<file path="config.mk">
export PLATFORM = sky130hd
export DESIGN_NAME = spi_send
export DESIGN_NICKNAME = d
export VERILOG_FILES = /design/src/rtl/spi_send.sv
export SDC_FILE = /design/constraint.sdc
export NUM_CORES = 1
export LEC_CHECK = 0
export ABC_AREA = 1
export CAP_MARGIN = 40
export CORE_MARGIN = 4
export CORE_UTILIZATION = 25
export CTS_CLUSTER_SIZE = 14
export DETAILED_ROUTE_END_ITERATION = 8
export PLACE_DENSITY = 0.37
export SLEW_MARGIN = 40
export SYNTH_ARGS = -nofsm -noshare
export SYNTH_HDL_FRONTEND = slang
export SYNTH_SLANG_ARGS = --single-unit
</file>
<file path="constraint.sdc">
create_clock -name axi_aclk -period 4.4 [get_ports axi_aclk]
set_input_delay 0.66 -clock axi_aclk [delete_from_list [all_inputs] [get_ports axi_aclk]]
set_output_delay 0.66 -clock axi_aclk [all_outputs]
set_load 0.05 [all_outputs]
</file>
<file path="src/rtl/spi_send.sv">
// SPI-slave transmitter: AXI-Stream bytes -> FIFO -> LSB-first MISO.
// Define SPI_SEND_UNDERRUN_CNT_EN to add the underrun_cnt output.
module spi_send #(
  parameter int          DEPTH     = 4,
  parameter logic [7:0]  IDLE_BYTE = 8'hFF
) (
  input  logic       axi_aclk,
  input  logic       axi_areset,
  input  logic [7:0] axis_tdata,
  input  logic       axis_tvalid,
  output logic       axis_tready,
  input  logic       axis_tlast,
  input  logic       spi_clk,
  input  logic       spi_cs,
  output logic       spi_miso,
  output logic       spi_miso_oe
`ifdef SPI_SEND_UNDERRUN_CNT_EN
  ,
  output logic [7:0] underrun_cnt
`endif
);

  localparam int AW = $clog2(DEPTH);

  typedef enum logic [1:0] {
    IDLE  = 2'd0,
    LOAD  = 2'd1,
    SHIFT = 2'd2
  } state_t;

  logic [2:0] clk_r;
  logic [2:0] cs_r;
  logic       rise;
  logic       fall;
  logic       cs_on;

  always_ff @(posedge axi_aclk or posedge axi_areset) begin
    if (axi_areset) begin
      clk_r <= '0;
      cs_r  <= '0;
    end else begin
      clk_r <= {clk_r[1:0], spi_clk};
      cs_r  <= {cs_r[1:0], spi_cs};
    end
  end

  assign rise  = clk_r[1] & ~clk_r[2];
  assign fall  = ~clk_r[1] & clk_r[2];
  assign cs_on = cs_r[1];

  logic [7:0]  mem [DEPTH];
  logic [AW:0] wr_ptr;
  logic [AW:0] rd_ptr;
  logic        full;
  logic        empty;
  logic        push;
  logic        pop;
  logic        ready_en;

  assign full  = (wr_ptr[AW] != rd_ptr[AW]) &&
                 (wr_ptr[AW-1:0] == rd_ptr[AW-1:0]);
  assign empty = (wr_ptr == rd_ptr);
  assign axis_tready = ready_en & ~full;
  assign push  = axis_tvalid & axis_tready;

  always_ff @(posedge axi_aclk) begin
    if (push) begin
      mem[wr_ptr[AW-1:0]] <= axis_tdata;
    end
  end

  always_ff @(posedge axi_aclk or posedge axi_areset) begin
    if (axi_areset) begin
      wr_ptr   <= '0;
      rd_ptr   <= '0;
      ready_en <= 1'b0;
    end else begin
      ready_en <= 1'b1;
      if (push) wr_ptr <= wr_ptr + 1'b1;
      if (pop)  rd_ptr <= rd_ptr + 1'b1;
    end
  end

  state_t     state;
  state_t     state_d;
  logic [7:0] shreg;
  logic [7:0] shreg_d;
  logic [2:0] bit_ct;
  logic [2:0] bit_ct_d;
  logic       byte_done;
  logic       done_d;
  logic       miso_d;
  logic       underrun;

  always_comb begin
    state_d  = state;
    shreg_d  = shreg;
    bit_ct_d = bit_ct;
    done_d   = byte_done;
    pop      = 1'b0;
    underrun = 1'b0;
    if (!cs_on) begin
      state_d  = IDLE;
      bit_ct_d = '0;
      done_d   = 1'b0;
    end else begin
      unique case (state)
        IDLE: state_d = LOAD;
        LOAD: begin
          shreg_d  = empty ? IDLE_BYTE
                           : mem[rd_ptr[AW-1:0]];
          pop      = ~empty;
          underrun = empty;
          bit_ct_d = '0;
          state_d  = SHIFT;
        end
        SHIFT: begin
          if (rise) begin
            bit_ct_d = bit_ct + 3'd1;
            if (bit_ct == 3'd7) done_d = 1'b1;
          end
          if (fall) begin
            if (byte_done) begin
              done_d  = 1'b0;
              state_d = LOAD;
            end else begin
              shreg_d = shreg >> 1;
            end
          end
        end
        default: state_d = IDLE;
      endcase
    end
    miso_d = (state_d == IDLE) ? 1'b0 : shreg_d[0];
  end

  always_ff @(posedge axi_aclk or posedge axi_areset) begin
    if (axi_areset) begin
      state       <= IDLE;
      shreg       <= '0;
      bit_ct      <= '0;
      byte_done   <= 1'b0;
      spi_miso    <= 1'b0;
      spi_miso_oe <= 1'b0;
    end else begin
      state       <= state_d;
      shreg       <= shreg_d;
      bit_ct      <= bit_ct_d;
      byte_done   <= done_d;
      spi_miso    <= miso_d;
      spi_miso_oe <= cs_on;
    end
  end

`ifdef SPI_SEND_UNDERRUN_CNT_EN
  always_ff @(posedge axi_aclk or posedge axi_areset) begin
    if (axi_areset) begin
      underrun_cnt <= '0;
    end else if (underrun && underrun_cnt != 8'hFF) begin
      underrun_cnt <= underrun_cnt + 8'd1;
    end
  end
`endif

  // tlast carries no meaning here; the third cs flop only exists for symmetry
  logic unused_ok;
  assign unused_ok = &{1'b0, axis_tlast, cs_r[2]};

endmodule

</file>
* After elaboration in Yosys (flattened, before gate mapping) *
Memory sizes are Yosys's and may differ from the RTL's.
Index checks and enable logic that the tools add are counted.

operators by class
  reductions and logical operators = 6
  add/subtract/negate cells = 3
  bitwise operators = 8
  mux-type cells = 23
  equal/unequal tests = 11

operator list
  cell                                                   count
  2-to-1 mux 8 bit                                       3
  one-hot mux 8 bit (2 select lines)                     1
  2-to-1 mux 1 bit                                       12
  adder 3 x 1 -> 3 bit, second input constant            3
  2-to-1 mux 2 bit                                       3
  2-to-1 mux 3 bit                                       2
  one-hot mux 2 bit (3 select lines)                     1
  one-hot mux 3 bit (2 select lines)                     1
  AND 1 bit                                              4
  logical NOT 2 bit                                      2
  inequality test 2 bit, second input constant           2
  NOT 1 bit                                              4
  AND reduction 4 bit                                    1
  equality test 3 bit                                    1
  equality test 3 bit, second input constant             1
  inequality test 3 x 1 -> 1 bit, second input constant  1
  inequality test 3 bit, second input constant           1
  equality test 2 x 1 -> 1 bit, second input constant    1
  equality test 2 bit                                    1
  equality test 2 bit, second input constant             1
  inequality test 2 x 1 -> 1 bit, second input constant  1
  AND reduction 2 bit                                    1
  nonzero test 2 bit                                     1
  logical AND 1 bit                                      1
  inequality test 1 bit                                  1

storage, ports and cells
  bits in writable memories = 32
  input port bits = 14
  bits in registers = 28
  output and inout bits = 3
  memories kept = 1

memory list
  name  words  bits a word  read ports  clocked after Yosys merged registers in  write ports  RTL line  text
  mem   4      8            1           0                                        1            51        logic [7:0] mem [DEPTH];

* Longest topological paths before layout *
  depth after elaboration = 7
  depth in mapped cells = 11

* Least setup slack after synthesis *
Ideal clock, no wire load.

  kind = reg-to-output
  start = reg rd_ptr[1]
  end = out axis_tready
  slack = 2.635 ns
  buffers on the path = 1
  data required time = 3.740 ns
  data arrival time = 1.105 ns
  cell stages (with the launch flop) = 7
  cell sequence = dfrtp_1 buf_6 nand2_4 nand2_4 nand3_2 nand2_1 inv_1

on the way
  word-level cells in the longest chain between the ends = 4

ends and longest elaborated chain
  item                      RTL line  text
  start: declaration        53        logic [AW:0] rd_ptr;
  start signal: assignment  80        if (pop) rd_ptr <= rd_ptr + 1'b1;
  equality test 2 bit       61        (wr_ptr[AW-1:0] == rd_ptr[AW-1:0]);
  logical AND 1 bit         60        assign full = (wr_ptr[AW] != rd_ptr[AW]) &&
  NOT 1 bit                 63        assign axis_tready = ready_en & ~full;
  AND 1 bit                 63
  end: declaration          11        output logic axis_tready,

No other way between the ends.

* Worst setup path in the final report *
  start = reg rd_ptr[0]
  end = out axis_tready

The elaborated chain is that of the path after synthesis.

==> results.json <==
{
  "status": "completed",
  "worstReg2RegEnd": "mem[2][0]",
  "worst_slew_pin_slew_ns": 0.769,
  "clock_sinks": 60,
  "firstDrtPassIters": 4,
  "syn_nets": 306,
  "antenna_found_initial": 0,
  "design_area_um2": 3310,
  "p_leak_nw": 1.49,
  "hpwl_um": 3570,
  "nNetsFinal": 328,
  "diodes": 0,
  "slew_headroom_pct": 48.5,
  "rrSetupSlack_ns": 1.99,
  "syn-cell-area_um2": 2800,
  "rows": 38,
  "max_stage_delay_ns": 0.84,
  "ctsResizeCount": 0,
  "syn2layout_area_growth_pct": 18.0,
  "fmax_mhz": 315,
  "place_ws_ns": 1.55,
  "drc_errors": 0,
  "rr_worst_depth": 6,
  "grt_pass1_vias": 1767,
  "grt_overflow": 0,
  "timing.setup.tns_ns": 0,
  "setup_viol": 0,
  "h-tree-depth": 3,
  "avgViaCountPerCell": 4.00,
  "final_util_pct": 30.4,
  "initial_core_util_pct": 25.7,
  "cts_tree": "yes",
  "required_ns": 3.74,
  "peakVddDrop_mv": 0.174,
  "die-area_um2": 13000,
  "slowest_stage": "dfrtp_1",
  "worstHoldStart": "cs_r[0]",
  "seq_area_frac_synth_pct": 59.3,
  "seq_area_um2": 1660,
  "skew_ns": 0.0102,
  "drt-wirelength-per-cell_um": 12.0,
  "gp_congestion": 0.713,
  "hold_depth": 0,
  "antenna_left": 0,
  "grt_pass1_wl_um": 8830,
  "drt-initial-drc-count": 62,
  "die_w_um": 114,
  "clock_latency_ns": 0.34,
  "cellPowerDensity_nw_per_um2": 590,
  "fin_crit_sh_pct": 72.1,
  "fillers": 1111,
  "cts_buffers": 9,
  "path_class": "reg -> out",
  "fin_ws_ns": 1.23,
  "cp-end-kind": "output pin",
  "cap_violations": 0,
  "grtUsageTotal_pct": 8.91,
  "portBuffers": 15,
  "syn_inst": 281,
  "clk_pin_slew_ns": 0.07,
  "clock_path_buffers": 2,
  "slew_violations": 0,
  "postSynthRegisterBits": 60,
  "min_path_type": "reg -> reg",
  "synth_cell_types": 25,
  "core_um2": 10900,
  "syn_avg_cell_area_um2": 9.97,
  "cp_cell_sequence": "inv_8, nand2_2, nand2_4, nand3_2, nand2_1, inv_1, clkdlybuf4s50_1",
  "rsz0062_at_grt": "no",
  "multi_input_area_um2": 958,
  "fin_crit_ns": 3.17,
  "crit-reg2reg-launch": "rd_ptr[0]",
  "drive_gt1_share_pct": 11.7,
  "vias": 1791,
  "yosys_warnings": 0,
  "postCtsSetupRepairBufs": 0,
  "wl_um": 5370,
  "io_pins": 17,
  "hold_ws_ns": 0.353,
  "cts_root_buffer": "clkbuf_8",
  "place_area_um2": 3080,
  "startpoint_type": "flip-flop",
  "dieHeight_um": 114,
  "worst-path-max-fanout": 19,
  "cp.arrival_ns": 2.51,
  "ctsHoldBuffers": 0,
  "hold_violations": 0,
  "grt_max_degree": 29,
  "min_to": "cs_r[1]"
}
-- worst max-delay path, delay by kind of cell, from the launching register on --
kind,cells,cell delay [ns]
and+or+nand+nor,4,0.34
buffers and inverters,3,0.99
DFF,1,0.84
-- kinds of logic (layout without fill, tap and decap cells) --
logic type / after synthesis / after routing / share of synthesized area (%)
DFF: 60 / 60 / 59.3
adders and majority gates: 11 / 11 / 4.91
xor gates and xnor gates: 4 / 4 / 1.25
AOI/OAI and AO/OA: 17 / 17 / 3.62
buffers and inverters: 38 / 65 / 6.79
other: 1 / 1 / 0.134
and+or+nand+nor: 150 / 150 / 24.0
-- power breakdown --
group          leakage [nW]  internal (mW)  switching, mW  total [mW]
clock                 0.112          0.323          0.232       0.555
combinational         0.732          0.213          0.380       0.593
sequential            0.646          0.691          0.111       0.802
-- through the flow --
step	power [mW]	instances
global placement	1.41	432
global route	2.10	448
floorplan	1.29	281
CTS	1.99	448
detailed placement	1.42	432
finish	1.95	448
-- flip-flops by register name, summed over array words and instances, names as in the netlist, 2 cells and up --
name	flops
bit_ct	3
cs_r	2
rd_ptr	3
wr_ptr	3
clk_r	3
shreg	8
mem	32
state	2
-- synth_stat cells (all sizes together) --
cell type,instances,share of area (%)
a21oi,4,1.1
buf,4,1.6
clkbuf,1,0.49
conb,1,0.13
dfrtp,28,25
edfxtp,32,34
ha,11,4.9
inv,33,4.7
nand2,113,16
nand3,24,5.8
nor2,13,1.8
o211ai,1,0.27
o21a,1,0.27
o21ai,11,2.0
xnor2,2,0.63
xor2,2,0.63
-- placed cells by master (no fill, tap or decap), types with 9 or more instances in the layout --
master / n
nand2_1: 105
edfxtp_1: 32
inv_1: 30
dfrtp_1: 28
nand3_1: 20
clkdlybuf4s50_1: 15
ha_1: 11
o21ai_0: 9
nor2_1: 9
clkbuf_8: 9
-- cell type report --
cell class	instances	area share [%]
Multi-Input combinational cell	183	29.0
Clock buffer	9	3.75
Tap cell	140	5.30
Inverter	33	3.97
Clock inverter	7	2.99
Sequential cell	60	50.2
Timing Repair Buffer	16	4.77
-- worst max path at each step --
stage / startpoint / endpoint / slack [ns]
after floorplan: rd_ptr[1] / axis_tready / 2.63
after CTS: rd_ptr[0] / axis_tready / 1.17
after detailed placement: rd_ptr[0] / axis_tready / 1.55
after global placement: rd_ptr[0] / axis_tready / 1.56
after global routing: rd_ptr[0] / axis_tready / 1.05
final: rd_ptr[0] / axis_tready / 1.23
-- layer usage --
metal / global-route usage (%) / up-vias / part of all wire [%]
met5: 0 / - / 0
met4: 4.28 / 0 / 2.2
met3: 2.60 / 10 / 2.5
met2: 14.0 / 17 / 46
met1: 11.2 / 832 / 49
li1: - / 932 / -
Power figures use the tool's default switching activity.
